$ cat src/rtl/dtcm_ctrl_if.sv
// Command/response channel between the load/store unit (master) and the
// DTCM front end (slave).
interface dtcm_ctrl_if;
    logic        cmd_valid;
    logic        cmd_ready;
    logic        cmd_read;
    logic [31:0] cmd_addr;
    logic [31:0] cmd_wdata;
    logic [3:0]  cmd_wmask;
    logic        rsp_valid;
    logic        rsp_ready;
    logic [31:0] rsp_rdata;
    logic        rsp_err;

    modport master (
        output cmd_valid,
        output cmd_read,
        output cmd_addr,
        output cmd_wdata,
        output cmd_wmask,
        output rsp_ready,
        input  cmd_ready,
        input  rsp_valid,
        input  rsp_rdata,
        input  rsp_err
    );

    modport slave (
        input  cmd_valid,
        input  cmd_read,
        input  cmd_addr,
        input  cmd_wdata,
        input  cmd_wmask,
        input  rsp_ready,
        output cmd_ready,
        output rsp_valid,
        output rsp_rdata,
        output rsp_err
    );
endinterface

$ cat src/rtl/dtcm_ctrl.sv
// DTCM command/response front end: drives a single-port 1-cycle-latency RAM and
// returns in-order responses through a one-entry stage plus a 2-entry buffer.
module dtcm_ctrl #(
    parameter int          ADDR_WIDTH = 13,
    parameter logic [31:0] BASE_ADDR  = 32'h8000_0000
) (
    input  logic                  clk,
    input  logic                  rst,
    dtcm_ctrl_if.slave            bus,
    output logic [ADDR_WIDTH-1:0] ram_addr,
    output logic [31:0]           ram_wr_data,
    output logic                  ram_wr_en,
    output logic [3:0]            ram_wr_byte_en,
    input  logic [31:0]           ram_rd_data
);
    localparam int TAG_LSB = ADDR_WIDTH + 2;

    logic [1:0]  occ_reg;
    logic [1:0]  occ_next;
    logic        in_window;
    logic        accept;
    logic        consume;
    logic        addr_lsb_unused;

    // Stage P: the command accepted at the previous edge
    logic        p_valid_reg;
    logic        p_read_reg;
    logic        p_err_reg;
    logic [31:0] p_rdata;

    // Buffer B: responses that could not be handed out in their P cycle
    logic [31:0] b_rdata_reg [0:1];
    logic        b_err_reg   [0:1];
    logic        b_rd_ptr_reg;
    logic        b_wr_ptr_reg;
    logic [1:0]  b_count_reg;
    logic [1:0]  b_count_next;
    logic        b_empty;
    logic        b_push;
    logic        b_pop;

    assign addr_lsb_unused = ^bus.cmd_addr[1:0];

    assign in_window = (bus.cmd_addr[31:TAG_LSB] == BASE_ADDR[31:TAG_LSB]);

    // Ready is a function of registered occupancy only, never of cmd_valid.
    assign bus.cmd_ready = !rst && (occ_reg < 2'd2);
    assign accept        = bus.cmd_valid && bus.cmd_ready;

    assign ram_addr       = bus.cmd_addr[TAG_LSB-1:2];
    assign ram_wr_data    = bus.cmd_wdata;
    assign ram_wr_byte_en = bus.cmd_wmask;
    assign ram_wr_en      = accept && !bus.cmd_read && in_window;

    assign p_rdata = (p_valid_reg && p_read_reg && !p_err_reg) ? ram_rd_data : 32'd0;
    assign b_empty = (b_count_reg == 2'd0);

    assign bus.rsp_valid = !rst && (!b_empty || p_valid_reg);
    assign bus.rsp_rdata = b_empty ? p_rdata : b_rdata_reg[b_rd_ptr_reg];
    assign bus.rsp_err   = b_empty ? (p_valid_reg && p_err_reg) : b_err_reg[b_rd_ptr_reg];
    assign consume       = bus.rsp_valid && bus.rsp_ready;

    // RAM output is only valid for one cycle, so P must either leave through the
    // response port or be captured into B right now.
    assign b_push = p_valid_reg && !(b_empty && consume);
    assign b_pop  = consume && !b_empty;

    always_comb begin
        b_count_next = b_count_reg;
        case ({b_push, b_pop})
            2'b10:   b_count_next = b_count_reg + 2'd1;
            2'b01:   b_count_next = b_count_reg - 2'd1;
            default: b_count_next = b_count_reg;
        endcase
    end

    always_comb begin
        occ_next = occ_reg;
        case ({accept, consume})
            2'b10:   occ_next = occ_reg + 2'd1;
            2'b01:   occ_next = occ_reg - 2'd1;
            default: occ_next = occ_reg;
        endcase
    end

    always_ff @(posedge clk) begin
        if (rst) begin
            occ_reg      <= 2'd0;
            p_valid_reg  <= 1'b0;
            p_read_reg   <= 1'b0;
            p_err_reg    <= 1'b0;
            b_rd_ptr_reg <= 1'b0;
            b_wr_ptr_reg <= 1'b0;
            b_count_reg  <= 2'd0;
        end else begin
            occ_reg     <= occ_next;
            p_valid_reg <= accept;
            p_read_reg  <= accept && bus.cmd_read;
            p_err_reg   <= accept && !in_window;
            b_count_reg <= b_count_next;
            if (b_push) begin
                b_wr_ptr_reg <= !b_wr_ptr_reg;
            end
            if (b_pop) begin
                b_rd_ptr_reg <= !b_rd_ptr_reg;
            end
        end
    end

    generate
        for (genvar gi = 0; gi < 2; gi++) begin : g_buf
            always_ff @(posedge clk) begin
                if (rst) begin
                    b_rdata_reg[gi] <= 32'd0;
                    b_err_reg[gi]   <= 1'b0;
                end else if (b_push && (b_wr_ptr_reg == 1'(gi))) begin
                    b_rdata_reg[gi] <= p_rdata;
                    b_err_reg[gi]   <= p_err_reg;
                end
            end
        end
    endgenerate

endmodule

$ cat src/flat_wrapper.sv
// flat-port wrapper written by rule: the top's interface ports become plain ports
module dtcm_ctrl_flat 
#(
    parameter int          ADDR_WIDTH = 13,
    parameter logic [31:0] BASE_ADDR  = 32'h8000_0000
)
  (clk, rst, ram_addr, ram_wr_data, ram_wr_en, ram_wr_byte_en, ram_rd_data, bus_cmd_valid, bus_cmd_read, bus_cmd_addr, bus_cmd_wdata, bus_cmd_wmask, bus_rsp_ready, bus_cmd_ready, bus_rsp_valid, bus_rsp_rdata, bus_rsp_err);
  dtcm_ctrl_if bus_i ();
  input  logic clk;
  input  logic rst;
  output logic [ADDR_WIDTH-1:0] ram_addr;
  output logic [31:0] ram_wr_data;
  output logic ram_wr_en;
  output logic [3:0] ram_wr_byte_en;
  input  logic [31:0] ram_rd_data;
  input wire logic [$bits(bus_i.cmd_valid)-1:0] bus_cmd_valid;
  input wire logic [$bits(bus_i.cmd_read)-1:0] bus_cmd_read;
  input wire logic [$bits(bus_i.cmd_addr)-1:0] bus_cmd_addr;
  input wire logic [$bits(bus_i.cmd_wdata)-1:0] bus_cmd_wdata;
  input wire logic [$bits(bus_i.cmd_wmask)-1:0] bus_cmd_wmask;
  input wire logic [$bits(bus_i.rsp_ready)-1:0] bus_rsp_ready;
  output wire logic [$bits(bus_i.cmd_ready)-1:0] bus_cmd_ready;
  output wire logic [$bits(bus_i.rsp_valid)-1:0] bus_rsp_valid;
  output wire logic [$bits(bus_i.rsp_rdata)-1:0] bus_rsp_rdata;
  output wire logic [$bits(bus_i.rsp_err)-1:0] bus_rsp_err;
  assign bus_i.cmd_valid = bus_cmd_valid;
  assign bus_i.cmd_read = bus_cmd_read;
  assign bus_i.cmd_addr = bus_cmd_addr;
  assign bus_i.cmd_wdata = bus_cmd_wdata;
  assign bus_i.cmd_wmask = bus_cmd_wmask;
  assign bus_i.rsp_ready = bus_rsp_ready;
  assign bus_cmd_ready = bus_i.cmd_ready;
  assign bus_rsp_valid = bus_i.rsp_valid;
  assign bus_rsp_rdata = bus_i.rsp_rdata;
  assign bus_rsp_err = bus_i.rsp_err;
  dtcm_ctrl #(.ADDR_WIDTH(ADDR_WIDTH), .BASE_ADDR(BASE_ADDR)) u_core (.clk(clk), .rst(rst), .bus(bus_i), .ram_addr(ram_addr), .ram_wr_data(ram_wr_data), .ram_wr_en(ram_wr_en), .ram_wr_byte_en(ram_wr_byte_en), .ram_rd_data(ram_rd_data));
endmodule
$ cat config.mk
export PLATFORM = sky130hd
export DESIGN_NAME = dtcm_ctrl_flat
export DESIGN_NICKNAME = d
export VERILOG_FILES = /design/src/rtl/dtcm_ctrl_if.sv /design/src/rtl/dtcm_ctrl.sv /design/src/flat_wrapper.sv
export SDC_FILE = /design/constraint.sdc
export NUM_CORES = 1
export LEC_CHECK = 0
export BUFFER_PORTS_ARGS = -buffer_cell sky130_fd_sc_hd__buf_4
export CORE_MARGIN = 2
export CORE_UTILIZATION = 51
export DETAILED_ROUTE_END_ITERATION = 6
export PLACE_DENSITY = 0.94
export SLEW_MARGIN = 20
export SYNTH_ARGS = -nofsm -noshare
export SYNTH_HDL_FRONTEND = slang
export SYNTH_SLANG_ARGS = --single-unit
export TNS_END_PERCENT = 1
$ cat constraint.sdc
create_clock -name clk -period 3.6 [get_ports clk]
set_input_delay 0.72 -clock clk [delete_from_list [all_inputs] [get_ports clk]]
set_output_delay 0.72 -clock clk [all_outputs]
set_load 0.03 [all_outputs]
==> results of run 1 <==
-- path summary, 6_finish.rpt --
path / from / end / slack, ps / depth (start not counted)
hold / removal: u_core.b_rd_ptr_reg / flip-flop / 510 / 2
setup reg to reg: u_core.b_count_reg[0] / u_core.occ_reg[1] / 1290 / 7
setup / recovery: u_core.p_valid_reg / bus_rsp_rdata[10] / 590 / 5
hold reg to reg: u_core.b_rd_ptr_reg / flip-flop / 510 / 2
-- worst min-delay path, cell delays in order (launching register included) --
cell     delay [ps]
dfxtp_1         330
xor2_1           80
nor2_1           70
-- power groups by stage --
stage          Combinational (mW)  Sequential [mW]  Clock [mW]
2_1_floorplan               0.419             1.04           0
3_3_place_gp                0.428             1.06           0
3_5_place_dp                0.439             1.07           0
4_1_cts                     0.441             1.05       0.616
5_1_grt                     0.474             1.06       0.639
6_report                    0.438             1.05       0.607
-- synth_stat cells --
cell and instances:
nor2_1 73, and3b_1 1, xnor2_1 2, o21ba_2 1, mux2_2 32, nand3b_1 1, buf_8 2, nand2_1 65
nor4b_1 1, nor4_1 3, o21ai_0 36, a31o_2 1, buf_6 4, dfxtp_1 10, a21bo_2 1, or3b_1 1
nor2b_1 1, or2_1 1, mux2i_1 1, xor2_1 3, nand4_1 1, nand2b_1 2, buf_2 8, and3_1 1
edfxtp_1 66, nand4bb_2 1, buf_12 1, inv_1 2, a21oi_1 5, buf_4 53, clkbuf_1 7, or3_1 3
nor2_2 2, nand4b_2 1, ha_1 2
-- layout make-up --
cell class	instances	share of cell area, %
clock inverters	5	1.18
flip-flops and latches	76	47.9
clock buffers	10	2.80
multi-input cells	242	29.6
well taps	102	2.80
inverters	2	0.165
repair buffers	91	15.5
-- per-stage QoR --
step,instance area (um2),utilization (%),setup WS [ps]
floorplan,4090,-,492
global placement,4370,56.3,1010
detailed placement,4370,56.3,952
CTS,4550,58.6,568
global route,4550,58.6,407
finish,4550,58.6,589
-- kinds of logic (layout without fill, tap and decap cells) --
group           after synthesis  count (layout)  share of synthesized area, %
mux                          33              33                          9.05
flops                        76              76                          53.3
buf+inv                      77             108                          13.8
xor+xnor                      5               5                          1.07
fa+ha+maj                     2               2                         0.611
simple gates                158             158                          16.4
compound gates               44              44                          5.72
-- metal layers --
layer / part of all wire [%] / vias up / global-route usage [%]
met1: 38 / 1295 / 19.2
met5: 0 / - / 0
li1: - / 1342 / -
met4: 2.9 / 0 / 11.0
met3: 6.3 / 22 / 3.87
met2: 52 / 135 / 33.7
==> results.sh, run 1 <==
export IMPL_fp_dieH_um=93.6
export IMPL_slew_violations=0
export IMPL_clock_path_buffers=2
export IMPL_rows=32
export IMPL_maxCapViolCount=0
export IMPL_switchingPower_uw=586
export IMPL_portBuffers=89
export IMPL_setup_violations=0
export IMPL_synth_seq_cells=76
export IMPL_drtIter0Drc=116
export IMPL_sw_frac_of_total_pct=27.9
export IMPL_antenna_found_initial=0
export IMPL_irDropWorstVdd_mv=0.260
export IMPL_yosysUniqueCellTypes=35
export IMPL_area_delta_synth_final_pct=11.3
export IMPL_critPathKind="flip-flop to output port"
export IMPL_mostFrequentLayoutCell="buf_4"
export IMPL_cts_root_buf="clkbuf_8"
export IMPL_hold_violations=0
export IMPL_clock_fmax_mhz=332
export IMPL_synth_top_cell_by_area="edfxtp_1"
export IMPL_gr_total_overflow=0
export IMPL_start_util_pct=52.7
export IMPL_die_area_mm2=0.00876
export IMPL_holdWs_ps=511
export IMPL_drive_above_1_share_pct=34.5
export IMPL_synth_area_mm2=0.00409
export IMPL_outcome="finished clean"
export IMPL_cts_inserted_buffers=9
export IMPL_clock_sinks=76
export IMPL_slowest_stage="and3b_1"
export IMPL_clockPowerShare_pct=29.0
export IMPL_die_w_um=93.6
export IMPL_wl_per_cell_um=15.0
export IMPL_syn_inst=395
export IMPL_path_delay_family="simple AND/OR/NAND/NOR gates"
export IMPL_power_mw=2.10
export IMPL_place_inst=513
export IMPL_wl_mm=7.90
export IMPL_p_int_mw=1.51
export IMPL_cp_max_fo=17
export IMPL_grt_pass1_vias=2882
export IMPL_grt_max_degree=36
export IMPL_mostFrequentLayoutCells="89 x buf_4, 73 x nor2_1, 66 x edfxtp_1"
export IMPL_max_stage_delay_ps=660
export IMPL_pwr_share_seq_pct=50.1
export IMPL_yosysSeqAreaShare_pct=53.3
export IMPL_power_frac_comb_pct=20.9
export IMPL_final_period_utilization_pct=83.6
export IMPL_worst_pin_slew_ps=1010
export IMPL_maxSlewHeadroom_pct=32.7
export IMPL_end_kind="output port"
export IMPL_worstPathRequired_ps=2880
export IMPL_core_area_mm2=0.00777
export IMPL_synth_area_leaders="edfxtp_1 48%, buf_4 9.7%, mux2_2 8.8%"
export IMPL_regArea_mm2=0.00218
export IMPL_startpoint_type="flip-flop"
export IMPL_hold_class="flip-flop to flip-flop"
export IMPL_postRouteAntennaNets=0
export IMPL_p_per_area_mw_per_mm2=460
export IMPL_fin_tns_setup_ps=0
export IMPL_clk_latency_ps=330
export IMPL_multiInputGateArea_mm2=0.00135
export IMPL_place_congestion=0.732
export IMPL_dp_hpwl_mm=5.18
export IMPL_cts_resized=0
export IMPL_drc_errors=0
export IMPL_layout_nets=529
export IMPL_clk_pin_slew_ps=70
export IMPL_syn_num_nets=502
export IMPL_worst_path_buf_inv=2
export IMPL_grt_total_usage_pct=18.4
export IMPL_netlist_area_leader_share_pct=48.4
export IMPL_grt_pass1_wl_mm=12.5
export IMPL_avgSynthCellArea_um2=10.4
export IMPL_stdcell_count=528
export IMPL_ys_warn_count=0
export IMPL_ios=190
export IMPL_cp_arrival_ps=2290
export IMPL_cellLeakagePower_nw=1.72
export IMPL_fin_skew_ps=8.48
export IMPL_antennaDiodeCount=0
export IMPL_tritoncts="built"
export IMPL_hold_buffers=0
export IMPL_vias=2794
export IMPL_rsz0062_at_grt="false"
export IMPL_largest_reg_flops=64
export IMPL_via_per_inst=5.29
export IMPL_htree_levels=3
export IMPL_min_period_ps=3010
export IMPL_drt_pass1_iter_count=4
export IMPL_crit_chain="and3b_1, buf_12, nand2_1, o21ai_0, buf_4"
export IMPL_n_fill_cell=631
export IMPL_post_cts_setup_buffer_count=0
(Power assumes the default switching activity.)
==> run 2, diff against run 1 <==
--- a/config.mk
+++ b/config.mk
@@ -7,9 +7,9 @@
 export LEC_CHECK = 0
 export BUFFER_PORTS_ARGS = -buffer_cell sky130_fd_sc_hd__buf_4
 export CORE_MARGIN = 2
-export CORE_UTILIZATION = 51
+export CORE_UTILIZATION = 47
 export DETAILED_ROUTE_END_ITERATION = 6
-export PLACE_DENSITY = 0.94
+export PLACE_DENSITY = 0.88
 export SLEW_MARGIN = 20
 export SYNTH_ARGS = -nofsm -noshare
 export SYNTH_HDL_FRONTEND = slang
==> constraint.sdc (replaced) <==
create_clock -name clk -period 3 [get_ports clk]
set_input_delay 0.6 -clock clk [delete_from_list [all_inputs] [get_ports clk]]
set_output_delay 0.6 -clock clk [all_outputs]
set_load 0.03 [all_outputs]
==> run 2 against run 1 <==
Critical path depth did not move. Utilization down 5.4 points. First-iteration DRC count is 5.2% higher. Wire length up 8.8%. Worst setup slack worse by 270 ps. Cell count up 1.7%. Cell area increased by 0.36%. Die area rose by 8.1%. Hold slack worse by 14 ps.
==> results.sh, run 2 (synthesis results as in run 1) <==
export IMPL_clockPowerShare_pct=29.0
export IMPL_max_stage_delay_ps=490
export IMPL_power_frac_comb_pct=21.3
export IMPL_gr_total_overflow=0
export IMPL_outcome="finished clean"
export IMPL_largest_reg_flops=64
export IMPL_p_per_area_mw_per_mm2=549
export IMPL_min_period_ps=2680
export IMPL_worst_pin_slew_ps=1030
export IMPL_power_mw=2.51
export IMPL_drt_pass1_iter_count=4
export IMPL_maxCapViolCount=0
export IMPL_htree_levels=3
export IMPL_grt_max_degree=39
export IMPL_dp_hpwl_mm=5.90
export IMPL_cellLeakagePower_nw=1.73
export IMPL_drc_errors=0
export IMPL_mostFrequentLayoutCell="buf_4"
export IMPL_rows=34
export IMPL_setup_violations=0
export IMPL_clk_pin_slew_ps=70
export IMPL_crit_top_cell="buf_4"
export IMPL_rsz0062_at_grt="false"
export IMPL_antenna_found_initial=0
export IMPL_maxSlewHeadroom_pct=31.0
export IMPL_clock_path_buffers=2
export IMPL_r2r_end="u_core.b_rdata_reg[1][15]"
export IMPL_clock_sinks=76
export IMPL_startpoint_type="flip-flop"
export IMPL_sw_frac_of_total_pct=28.0
export IMPL_slew_violations=0
export IMPL_regArea_mm2=0.00218
export IMPL_worstHoldStart="u_core.occ_reg[1]"
export IMPL_grt_total_usage_pct=18.0
export IMPL_cp_arrival_ps=2080
export IMPL_irDropWorstVdd_mv=0.226
export IMPL_final_period_utilization_pct=89.4
export IMPL_clock_fmax_mhz=373
export IMPL_place_congestion=0.767
export IMPL_core_area_mm2=0.00859
export IMPL_antennaDiodeCount=0
export IMPL_fin_skew_ps=7.41
export IMPL_tritoncts="built"
export IMPL_die_area_mm2=0.00947
export IMPL_post_cts_setup_buffer_count=0
export IMPL_fp_dieH_um=97.3
export IMPL_holdPathStages=2
export IMPL_ios=190
export IMPL_via_per_inst=5.20
export IMPL_n_fill_cell=757
export IMPL_end_kind="output port"
export IMPL_hold_buffers=0
export IMPL_cts_inserted_buffers=9
export IMPL_startpoint="u_core.b_count_reg[0]"
export IMPL_pwr_share_seq_pct=49.7
export IMPL_wl_mm=8.60
export IMPL_cts_root_buf="clkbuf_8"
export IMPL_hold_class="flip-flop to flip-flop"
export IMPL_mostFrequentLayoutCells="93 x buf_4, 73 x nor2_1, 66 x edfxtp_1"
export IMPL_multiInputGateArea_mm2=0.00135
export IMPL_whs_endpoint="u_core.occ_reg[1]"
export IMPL_switchingPower_uw=703
export IMPL_drtIter0Drc=122
export IMPL_area_delta_synth_final_pct=11.7
export IMPL_r2r_slack_ps=940
export IMPL_p_int_mw=1.81
export IMPL_grt_pass1_vias=2830
export IMPL_layout_nets=532
export IMPL_portBuffers=89
export IMPL_grt_pass1_wl_mm=13.4
export IMPL_fin_tns_setup_ps=0
export IMPL_critPathKind="flip-flop to output port"
export IMPL_worstPathRequired_ps=2400
export IMPL_wl_per_cell_um=16.0
export IMPL_die_w_um=97.3
export IMPL_rr_worst_depth=3
export IMPL_crit_chain="or2_2, buf_4, nand2_1, o21ai_0, buf_4"
export IMPL_r2r_start="u_core.b_count_reg[0]"
export IMPL_postRouteAntennaNets=0
export IMPL_hold_violations=0
export IMPL_vias=2795
export IMPL_slowest_stage="or2_2"
export IMPL_start_util_pct=47.6
export IMPL_clk_latency_ps=330
export IMPL_drive_above_1_share_pct=35.0
export IMPL_finish_utilization_pct=53.2
export IMPL_cp_max_fo=38
export IMPL_cts_resized=0
==> run 2: how the worst max path moves through the flow <==
| stage | end | slack, ps | cells after the start |
|---|---|---|---|
| after floorplan | ram_wr_en | 130 | 3 |
| after global placement | ram_wr_en | 670 | 5 |
| after detailed placement | u_core.b_rdata_reg[1][15] | 640 | 4 |
| after CTS | bus_rsp_rdata[20] | 300 | 5 |
| after global routing | bus_rsp_rdata[31] | 100 | 5 |
| final | bus_rsp_rdata[20] | 320 | 5 |
==> run 2: routing by layer <==
metal / track usage, % / routed length, um / up-vias
met5: 0 / 0 / -
li1: - / - / 1347
met2: 34.1 / 4590 / 112
met4: 4.17 / 82 / 0
met1: 18.7 / 3270 / 1326
met3: 6.76 / 649 / 10
==> run 2: cell type report <==
| type | instances | area share (%) |
|---|---|---|
| clock inverter | 6 | 1.23 |
| sequential | 76 | 47.8 |
| multi-input combinational | 242 | 29.5 |
| inverter | 2 | 0.164 |
| tap | 108 | 2.96 |
| clock buffer | 9 | 2.71 |
| timing repair buffer | 94 | 15.7 |
==> run 2: through the flow <==
stage	cells	hold slack, ps	cell area [um2]	setup slack (ps)
after global routing	537	485	4570	98.0
after floorplan	395	459	4090	132
after global placement	522	471	4390	670
after detailed placement	522	491	4390	636
final	537	496	4570	318
after CTS	537	485	4570	300
==> run 2: worst max-delay path, delay by kind of cell (launching register included) <==
family | cells | cell delay [ps]
buffers and inverters | 2 | 640
AND/OR/NAND/NOR | 2 | 560
flip-flops | 1 | 420
AO/OA/AOI/OAI | 1 | 120
==> run 2: power by group through the flow <==
stage / logic [mW] / clock network [mW] / registers, mW
6_report: 0.535 / 0.727 / 1.25
5_1_grt: 0.578 / 0.783 / 1.25
4_1_cts: 0.540 / 0.742 / 1.25
3_5_place_dp: 0.538 / 0 / 1.27
3_3_place_gp: 0.530 / 0 / 1.26
2_1_floorplan: 0.503 / 0 / 1.25
==> run 3, diff against run 2 <==
--- a/config.mk
+++ b/config.mk
@@ -6,10 +6,13 @@
 export NUM_CORES = 1
 export LEC_CHECK = 0
 export BUFFER_PORTS_ARGS = -buffer_cell sky130_fd_sc_hd__buf_4
+export CELL_PAD_IN_SITES_DETAIL_PLACEMENT = 2
+export CELL_PAD_IN_SITES_GLOBAL_PLACEMENT = 2
+export CORE_ASPECT_RATIO = 1.1
 export CORE_MARGIN = 2
-export CORE_UTILIZATION = 47
+export CORE_UTILIZATION = 27
 export DETAILED_ROUTE_END_ITERATION = 6
-export PLACE_DENSITY = 0.88
+export PLACE_DENSITY = 0.87
 export SLEW_MARGIN = 20
 export SYNTH_ARGS = -nofsm -noshare
 export SYNTH_HDL_FRONTEND = slang
==> run 3 against run 2 <==
Largest power group unchanged. Non-clock buffer count grew 1. Total power grew 19%. Cell area grew 6.0%. Hold slack gained 8.6 ps. Sequential power is essentially flat. Critical endpoint is now bus_rsp_rdata[28].
==> results.sh, run 3 (synthesis results as in run 1) <==
export IMPL_end_kind="output port"
export IMPL_htree_levels=3
export IMPL_startpoint_type="flip-flop"
export IMPL_cts_root_buf="clkbuf_16"
export IMPL_grt_pass1_wl_mm=16.0
export IMPL_area_delta_synth_final_pct=18.4
export IMPL_hold_class="flip-flop to flip-flop"
export IMPL_portBuffers=89
export IMPL_dp_hpwl_mm=6.65
export IMPL_min_period_ps=2530
export IMPL_place_congestion=0.650
export IMPL_clk_latency_ps=330
export IMPL_multiInputGateArea_mm2=0.00135
export IMPL_rsz0062_at_grt="false"
export IMPL_antenna_found_initial=0
export IMPL_drt_pass1_iter_count=4
export IMPL_worstPathRequired_ps=2400
export IMPL_sw_frac_of_total_pct=27.1
export IMPL_grt_total_usage_pct=12.6
export IMPL_grt_max_degree=34
export IMPL_cp_arrival_ps=1930
export IMPL_mostFrequentLayoutCells="93 x buf_4, 73 x nor2_1, 66 x edfxtp_1"
export IMPL_p_int_mw=2.17
export IMPL_postRouteAntennaNets=0
export IMPL_worst_pin_slew_ps=1040
export IMPL_fp_dieH_um=133
export IMPL_cellLeakagePower_nw=1.80
export IMPL_mostFrequentLayoutCell="buf_4"
export IMPL_gr_total_overflow=0
export IMPL_post_cts_setup_buffer_count=0
export IMPL_start_util_pct=27.4
export IMPL_outcome="finished clean"
export IMPL_die_area_mm2=0.0162
export IMPL_tritoncts="built"
export IMPL_vias=2869
export IMPL_stdcell_count=627
export IMPL_pwr_share_seq_pct=41.9
export IMPL_irDropWorstVdd_mv=0.225
export IMPL_largest_reg_flops=64
export IMPL_cp_max_fo=26
export IMPL_p_per_area_mw_per_mm2=615
export IMPL_power_frac_comb_pct=18.8
export IMPL_layout_nets=533
export IMPL_ios=190
export IMPL_wl_per_cell_um=15.8
export IMPL_critPathKind="flip-flop to output port"
export IMPL_clk_pin_slew_ps=60
export IMPL_hold_violations=0
export IMPL_setup_violations=0
export IMPL_clock_sinks=76
export IMPL_slew_violations=0
export IMPL_antennaDiodeCount=0
export IMPL_drive_above_1_share_pct=35.5
export IMPL_maxSlewHeadroom_pct=30.6
export IMPL_maxCapViolCount=0
export IMPL_rows=47
export IMPL_switchingPower_uw=807
export IMPL_cts_inserted_buffers=9
export IMPL_fin_skew_ps=9.19
export IMPL_drtIter0Drc=100
export IMPL_holdWs_ps=505
export IMPL_place_inst=611
export IMPL_cts_resized=0
export IMPL_power_mw=2.98
export IMPL_clock_path_buffers=2
export IMPL_grt_pass1_vias=3123
export IMPL_regArea_mm2=0.00218
export IMPL_final_period_utilization_pct=84.5
export IMPL_via_per_inst=4.58
export IMPL_hold_buffers=0
export IMPL_drc_errors=0
export IMPL_clock_fmax_mhz=395
export IMPL_fin_tns_setup_ps=0
export IMPL_core_area_mm2=0.0149
export IMPL_wl_mm=9.88
export IMPL_clockPowerShare_pct=39.3
export IMPL_n_fill_cell=1664
export IMPL_die_w_um=121
[run 3: path summary, 6_finish.rpt]
check / slack (ps) / end / cells after the start / from
hold / removal: 510 / u_core.occ_reg[1] / 2 / u_core.occ_reg[1]
setup / recovery: 470 / bus_rsp_rdata[28] / 5 / u_core.b_count_reg[0]
setup reg to reg: 930 / u_core.b_rdata_reg[1][19] / 3 / u_core.b_count_reg[0]
hold reg to reg: 510 / u_core.occ_reg[1] / 2 / u_core.occ_reg[1]
[run 3: area by class of cell]
cell class / instances / share of cell area, %
timing repair buffer: 95 / 15.2
sequential: 76 / 45.0
tap: 196 / 5.06
clock inverter: 7 / 2.09
inverter: 2 / 0.155
multi-input combinational: 242 / 27.8
clock buffer: 9 / 4.65
[run 3: worst max-delay path: stages (launching register included)]
cell	delay, ps
dfxtp_1	420
or2_2	440
buf_4	360
nand2_1	70
o21ai_0	100
buf_4	210
[run 3: power groups by stage]
| stage | sequential, mW | clock (mW) | combinational, mW |
|---|---|---|---|
| after floorplan | 1.25 | 0 | 0.503 |
| after global placement | 1.27 | 0 | 0.550 |
| after detailed placement | 1.27 | 0 | 0.571 |
| after CTS | 1.25 | 1.21 | 0.574 |
| after global routing | 1.26 | 1.24 | 0.613 |
| final | 1.25 | 1.17 | 0.559 |
[run 3: stage by stage]
stage	setup slack [ps]	area (um2)	util [%]
3_5_place_dp	485	4520	30.3
6_report	465	4850	32.5
3_3_place_gp	667	4520	30.3
5_1_grt	247	4850	32.5
4_1_cts	405	4850	32.5
2_1_floorplan	132	4090	-
[run 3: routing by layer]
| metal | track usage, % | up-vias | wire, um |
|---|---|---|---|
| li1 | - | 1356 | - |
| met1 | 14.6 | 1403 | 4100 |
| met2 | 22.9 | 100 | 5160 |
| met3 | 3.34 | 10 | 525 |
| met4 | 3.00 | 0 | 93 |
| met5 | 0 | - | 0 |
